[config.mk]
export PLATFORM = sky130hd
export DESIGN_NAME = bias_ctrl
export DESIGN_NICKNAME = d
export VERILOG_FILES = /design/src/rtl/vpu_pkg.sv /design/src/rtl/bias_ctrl_bank.sv /design/src/rtl/bias_ctrl.sv
export SDC_FILE = /design/constraint.sdc
export NUM_CORES = 1
export LEC_CHECK = 0
export BUFFER_PORTS_ARGS = -buffer_cell sky130_fd_sc_hd__buf_2
export CAP_MARGIN = 20
export CORE_MARGIN = 3
export CORE_UTILIZATION = 51
export CTS_BUF_LIST = sky130_fd_sc_hd__clkbuf_8
export CTS_CLUSTER_DIAMETER = 80
export CTS_CLUSTER_SIZE = 10
export DETAILED_ROUTE_END_ITERATION = 8
export PLACE_DENSITY = 0.83
export SYNTH_ARGS = -nofsm -noshare
export SYNTH_HDL_FRONTEND = slang
export SYNTH_HIERARCHICAL = 1
export SYNTH_SLANG_ARGS = --single-unit
export TNS_END_PERCENT = 30
[constraint.sdc]
create_clock -name clk -period 2.9 [get_ports clk]
set_input_delay 0.58 -clock clk [delete_from_list [all_inputs] [get_ports clk]]
set_output_delay 0.58 -clock clk [all_outputs]
set_load 0.01 [all_outputs]
[src/rtl/vpu_pkg.sv]
// rtl/vpu_pkg.sv - shared VPU typedefs and helpers
package vpu_pkg;

   // Bias controller job phases
   typedef enum logic [1:0] {
      BC_IDLE  = 2'd0,
      BC_FETCH = 2'd1,
      BC_ARMED = 2'd2,
      BC_DONE  = 2'd3
   } bias_ctrl_state_e;

   // Index width for a table of n entries; never narrower than one bit
   function automatic int unsigned idx_width(input int unsigned n);
      return (n > 1) ? $clog2(n) : 1;
   endfunction

endpackage

[src/rtl/bias_ctrl_bank.sv]
// rtl/bias_ctrl_bank.sv - per-column bias register file with flat read port
module bias_bank
   import vpu_pkg::*;
#(
   parameter int NUM_COLS   = 4,
   parameter int DATA_WIDTH = 32,
   parameter int IDX_W      = idx_width(NUM_COLS)
) (
   input  logic                           clk,
   input  logic                           rst_n,
   input  logic                           we_in,
   input  logic [IDX_W-1:0]               idx_in,
   input  logic [DATA_WIDTH-1:0]          data_in,
   input  logic                           clr_in,
   output logic [NUM_COLS*DATA_WIDTH-1:0] bank_out
);

   logic [DATA_WIDTH-1:0] r_mem [NUM_COLS];

   // Clear wins over write; entries otherwise hold until rewritten
   always_ff @(posedge clk or negedge rst_n) begin
      if (!rst_n) begin
         for (int i = 0; i < NUM_COLS; i++) begin
            r_mem[i] <= '0;
         end
      end else if (clr_in) begin
         for (int i = 0; i < NUM_COLS; i++) begin
            r_mem[i] <= '0;
         end
      end else if (we_in) begin
         for (int i = 0; i < NUM_COLS; i++) begin
            if (IDX_W'(i) == idx_in) begin
               r_mem[i] <= data_in;
            end
         end
      end
   end

   for (genvar g = 0; g < NUM_COLS; g++) begin : g_flat
      assign bank_out[g*DATA_WIDTH +: DATA_WIDTH] = r_mem[g];
   end

endmodule

[src/rtl/bias_ctrl.sv]
// rtl/bias_ctrl.sv - fetches per-column bias from UB and gates a row job
module bias_ctrl
   import vpu_pkg::*;
#(
   parameter int NUM_COLS   = 4,
   parameter int DATA_WIDTH = 32,
   parameter int ADDR_WIDTH = 16,
   parameter int ROW_WIDTH  = 16
) (
   input  logic                           clk,
   input  logic                           rst_n,
   input  logic                           start_in,
   input  logic                           bias_en_in,
   input  logic [ADDR_WIDTH-1:0]          bias_base_addr_in,
   input  logic [ROW_WIDTH-1:0]           num_rows_in,
   output logic                           ub_rd_req_out,
   output logic [ADDR_WIDTH-1:0]          ub_rd_addr_out,
   input  logic                           ub_rd_ack_in,
   input  logic [DATA_WIDTH-1:0]          ub_rd_data_in,
   input  logic                           row_valid_in,
   output logic [NUM_COLS*DATA_WIDTH-1:0] bias_scalar_out,
   output logic                           busy_out,
   output logic                           ready_out,
   output logic                           done_out,
   output logic                           err_out
);

   localparam int               COL_W    = idx_width(NUM_COLS);
   localparam logic [COL_W-1:0] LAST_COL = COL_W'(NUM_COLS - 1);

   bias_ctrl_state_e      r_state;
   logic [COL_W-1:0]      r_col;
   logic [ADDR_WIDTH-1:0] r_base;
   logic [ROW_WIDTH-1:0]  r_rows;
   logic [ROW_WIDTH-1:0]  r_row_cnt;
   logic                  r_req;
   logic                  r_busy;
   logic                  r_ready;
   logic                  r_done;
   logic                  r_err;

   logic                  w_start_ok;
   logic                  w_ack;
   logic                  w_bank_clr;

   // Only an ack against a live request counts; stray acks are dropped
   assign w_start_ok = start_in && (r_state == BC_IDLE);
   assign w_ack      = ub_rd_ack_in && r_req;
   assign w_bank_clr = w_start_ok && !bias_en_in;

   assign ub_rd_req_out  = r_req;
   assign ub_rd_addr_out = r_base + ADDR_WIDTH'(r_col);
   assign busy_out       = r_busy;
   assign ready_out      = r_ready;
   assign done_out       = r_done;
   assign err_out        = r_err;

   bias_bank #(
      .NUM_COLS   (NUM_COLS),
      .DATA_WIDTH (DATA_WIDTH),
      .IDX_W      (COL_W)
   ) u_bank (
      .clk      (clk),
      .rst_n    (rst_n),
      .we_in    (w_ack),
      .idx_in   (r_col),
      .data_in  (ub_rd_data_in),
      .clr_in   (w_bank_clr),
      .bank_out (bias_scalar_out)
   );

   // Job FSM with registered status outputs; misuse flag overrides the start clear
   always_ff @(posedge clk or negedge rst_n) begin
      if (!rst_n) begin
         r_state   <= BC_IDLE;
         r_col     <= '0;
         r_base    <= '0;
         r_rows    <= '0;
         r_row_cnt <= '0;
         r_req     <= 1'b0;
         r_busy    <= 1'b0;
         r_ready   <= 1'b0;
         r_done    <= 1'b0;
         r_err     <= 1'b0;
      end else begin
         case (r_state)
            BC_IDLE: begin
               r_done <= 1'b0;
               if (w_start_ok) begin
                  r_base    <= bias_base_addr_in;
                  r_rows    <= num_rows_in;
                  r_col     <= '0;
                  r_row_cnt <= '0;
                  r_err     <= 1'b0;
                  if (bias_en_in) begin
                     r_state <= BC_FETCH;
                     r_req   <= 1'b1;
                     r_busy  <= 1'b1;
                  end else if (num_rows_in != '0) begin
                     r_state <= BC_ARMED;
                     r_busy  <= 1'b1;
                     r_ready <= 1'b1;
                  end else begin
                     r_state <= BC_DONE;
                     r_done  <= 1'b1;
                  end
               end
            end
            BC_FETCH: begin
               if (w_ack) begin
                  if (r_col == LAST_COL) begin
                     r_col <= '0;
                     r_req <= 1'b0;
                     if (r_rows != '0) begin
                        r_state <= BC_ARMED;
                        r_ready <= 1'b1;
                     end else begin
                        r_state <= BC_DONE;
                        r_busy  <= 1'b0;
                        r_done  <= 1'b1;
                     end
                  end else begin
                     r_col <= r_col + COL_W'(1);
                  end
               end
            end
            BC_ARMED: begin
               if (row_valid_in) begin
                  r_row_cnt <= r_row_cnt + ROW_WIDTH'(1);
                  if (r_row_cnt == r_rows - ROW_WIDTH'(1)) begin
                     r_state <= BC_DONE;
                     r_busy  <= 1'b0;
                     r_ready <= 1'b0;
                     r_done  <= 1'b1;
                  end
               end
            end
            BC_DONE: begin
               r_done  <= 1'b0;
               r_state <= BC_IDLE;
            end
            default: begin
               r_state <= BC_IDLE;
               r_req   <= 1'b0;
               r_busy  <= 1'b0;
               r_ready <= 1'b0;
               r_done  <= 1'b0;
            end
         endcase
         if (row_valid_in && (r_state != BC_ARMED)) begin
            r_err <= 1'b1;
         end
      end
   end

endmodule

==> results by group <==
Outcome
  – Status: complete, no violations

Power and ir drop
  – Power Dens Cells: 955 nW/um2
  – VDD IR max: 0.000693 V
  – Design Power: around 11 mW
  – P_leak: 5.99 nW

Floorplan
  – # rows: 48
  – CORE AREA: 17500 um2
  – Die X: ~140 um
  – Die area: between 15000 and 20000 um2
  – Ports: about 220
  – Die Ht: 141 um
  – Initial Utilization: 0.529

CTS
  – Hold Buf Count CTS: 0
  – Clock Latency Late Sink: 0.47 ns
  – H-tree levels: 4
  – Clk slew on worst S/H paths: 0.10 ns
  – Root Buffer: clkbuf_8
  – Inserted Clock Buffers: 17
  – CTS Sinks: 185
  – Clock Path Buffers: 2
  – CTS tree: yes

Route
  – Total wire length: 22700 um
  – 1st-iter DRT viols: roughly 320
  – DRC Markers: 0
  – Routed len/inst: 17.8 um
  – Vias: 6805
  – Drt first pass iters: 5
  – Post-route ant nets: 0
  – Vias per cell: around 5.4

Layout
  – Layout area overhead: 21.4%
  – Layout net count: 1114
  – Ant diodes: 0
  – Non-Filler Instances: roughly 1300
  – FILL cells: 1351
  – Share of cells above drive strength 1: 0.321
  – Final instance area: roughly 11000 um2
  – Final Util: 0.642

STA
  – Fin Hold WS: about 0.040 ns
  – Clk_skew: 0.0127 ns
  – Max Slew Vio Count: 0
  – Final worst path period need: 2.79 ns
  – Hold Fails Final Rpt: 0
  – Worst-Margin Slew: roughly 0.98 ns
  – Headroom to the max-slew limit: 0.345
  – Fin crit share: 0.963
  – Final setup vio count: 0
  – Max Clk Rate: 358 MHz
  – Final worst setup slack: 0.107 ns
  – Setup tns final: 0 ns

Setup path
  – Crit end category: flip-flop
  – Setup crit start kind: flip-flop
  – Worst setup path class: flip-flop to flip-flop
  – WP data arrival: 3.19 ns
  – Crit-path max FO: 6
  – Critical path required time: between 3 and 4 ns

Synthesis
  – FF+latch count, synth: 185
  – Post-synthesis simple-gate area fraction: 0.190
  – Post-Synthesis Cells: 815
  – Sequential-to-total area share from yosys stat: 0.499
  – Syn_nets: around 900
  – Synth unique cells: 53
  – EDFF count, synth: 0
  – Largest family of logic cells by synthesized area: simple AND/OR/NAND/NOR gates
  – Mapped Area: 9280 um2
  – Avg Cell Area, Syn: 11.4 um2
  – Synth Area in XOR/XNOR: 0.0453
  – Ys Warns: 6
  – Ys async rst share: 1.00
  – Multiplexer share of the synthesized area: 0.185
  – Adder-cell area share of the yosys netlist: 0.0170
  – Synth Area in Compound Gates: 0.0342
  – Post-synth top flop: dfrtp_1

Global route
  – First-pass GRT wire length: 36900 um
  – Initial antenna violation count: 0
  – Largest net degree at the start of global routing: 162
  – Vias in the first global route: between 6000 and 7000
  – Total grt overflow: 0
  – GRT Overall Usage: 0.232

Place
  – Placed cells: 1237
  – Final RePlAce weighted congestion: 0.910
  – Post-detail-place hpwl: 15500 um
  – PortBufs: 218
  – Placed cell areas: between 10000 and 15000 um2
  – Setup Slack @ Placement: -0.0699 ns

Run
  – Max-cap violation count: 0

Min path
  – Hold crit path type: input port to asynchronous set/reset pin
-- worst max-delay path: stages (launching register included) --
cell       delay (ns)
dfrtp_1          0.41
buf_4            0.16
or4_4            0.52
or3_1            0.38
a21o_1           0.20
buf_4            0.14
a2111oi_4        0.27
nand4_1          0.20
and3b_1          0.23
a211oi_2         0.19
-- state kept, by name, summed over array words and instances (netlist names) --
register         count
u_bank/bank_out    128
ub_rd_req_out        1
ready_out            1
busy_out             1
r_rows              16
r_col                2
r_row_cnt           16
err_out              1
r_state              2
r_base              16
done_out             1
-- worst paths after layout --
kind,endpoint,cells after the start,from,slack [ns]
worst min-delay path,r_base[15],1,rst_n,0.04
max in group asynchronous,u_bank/bank_out[0],2,rst_n,2.14
min in group clk,r_base[6],2,bias_base_addr_in[6],0.33
worst max-delay path,done_out,9,r_rows[0],0.11
worst max register to register,done_out,9,r_rows[0],0.11
worst min register to register,busy_out,1,busy_out,0.50
-- per-layer routing --
metal  part of all wire  vias to the layer above  GRT usage
li1                   -                     3206          -
met3              0.064                       35     0.0648
met2               0.49                      198      0.373
met1               0.42                     3366      0.305
met5                  0                        -          0
met4              0.023                        0     0.0760
-- synth_stat cells, drive strengths merged, types with 2 or more instances --
| master | instances | area, um2 |
|---|---|---|
| dfrtp | 185 | 4630 |
| nand2b | 163 | 1020 |
| mux2i | 130 | 1300 |
| mux2 | 37 | 417 |
| clkbuf | 30 | 113 |
| nor2 | 27 | 101 |
| xnor2 | 27 | 236 |
| nand2 | 25 | 93.8 |
| xor2 | 21 | 184 |
| buf | 18 | 116 |
| nand3 | 14 | 70.1 |
| inv | 13 | 48.8 |
| ha | 11 | 138 |
| nand4 | 11 | 68.8 |
| o21ai | 11 | 55.1 |
| nor3 | 9 | 45.0 |
| and3 | 8 | 50.1 |
| nor2b | 8 | 50.1 |
| nor4 | 8 | 50.1 |
| a21oi | 7 | 38.8 |
| a211oi | 3 | 32.5 |
| and3b | 3 | 26.3 |
| and4 | 3 | 26.3 |
| nor3b | 3 | 22.5 |
| nor4b | 3 | 26.3 |
| o31ai | 3 | 22.5 |
| or2 | 3 | 18.8 |
| or3 | 3 | 18.8 |
| or4 | 3 | 22.5 |
| a21o | 2 | 15.0 |
| a31oi | 2 | 12.5 |
| nand3b | 2 | 15.0 |
| o311ai | 2 | 17.5 |
| o31a | 2 | 17.5 |
| o32ai | 2 | 17.5 |
| or3b | 2 | 17.5 |
-- cell type report --
class,count,area [um2],area share
inverter,13,48.8,0.00433
sequential,185,4630,0.411
clock buffer,17,234,0.0208
clock inverter,15,254,0.0225
multi-input combinational,569,4460,0.396
timing repair buffer,246,1360,0.121
tap,225,282,0.0250
-- kinds of logic after synthesis --
family,count (synthesis)
XOR/XNOR,48
buffers and inverters,61
AND/OR/NAND/NOR,300
multiplexers,167
AO/OA/AOI/OAI,42
flip-flops,185
adder cells (fa/ha/maj),12
-- layout by cell type, fill, tap and decap left out, types with 9 or more instances in the layout --
cell type | synthesis | routed
buf_2 | 12 | 217
dfrtp_1 | 185 | 184
nand2b_1 | 163 | 163
mux2i_1 | 130 | 130
mux2_2 | 34 | 34
xnor2_1 | 27 | 27
nor2_1 | 27 | 26
nand2_1 | 25 | 25
buf_4 | 3 | 24
xor2_1 | 21 | 21
clkbuf_8 | 0 | 18
nand3_1 | 14 | 13
inv_1 | 13 | 12
nand4_1 | 11 | 11
ha_1 | 11 | 10
o21ai_0 | 9 | 9
-- report_power, final --
group / internal [mW] / switching, mW
Sequential: 3.46 / 0.651
Combinational: 2.12 / 2.43
Clock: 1.06 / 1.03
Total: 6.64 / 4.12
-- what timing repair did --
item / CTS / global route
gates resized for setup: 3 / 11
endpoints found under the setup margin: 6 / 9
pin swaps: 1 / 0
setup buffers: 1 / 0
(Power assumes the default switching activity.)
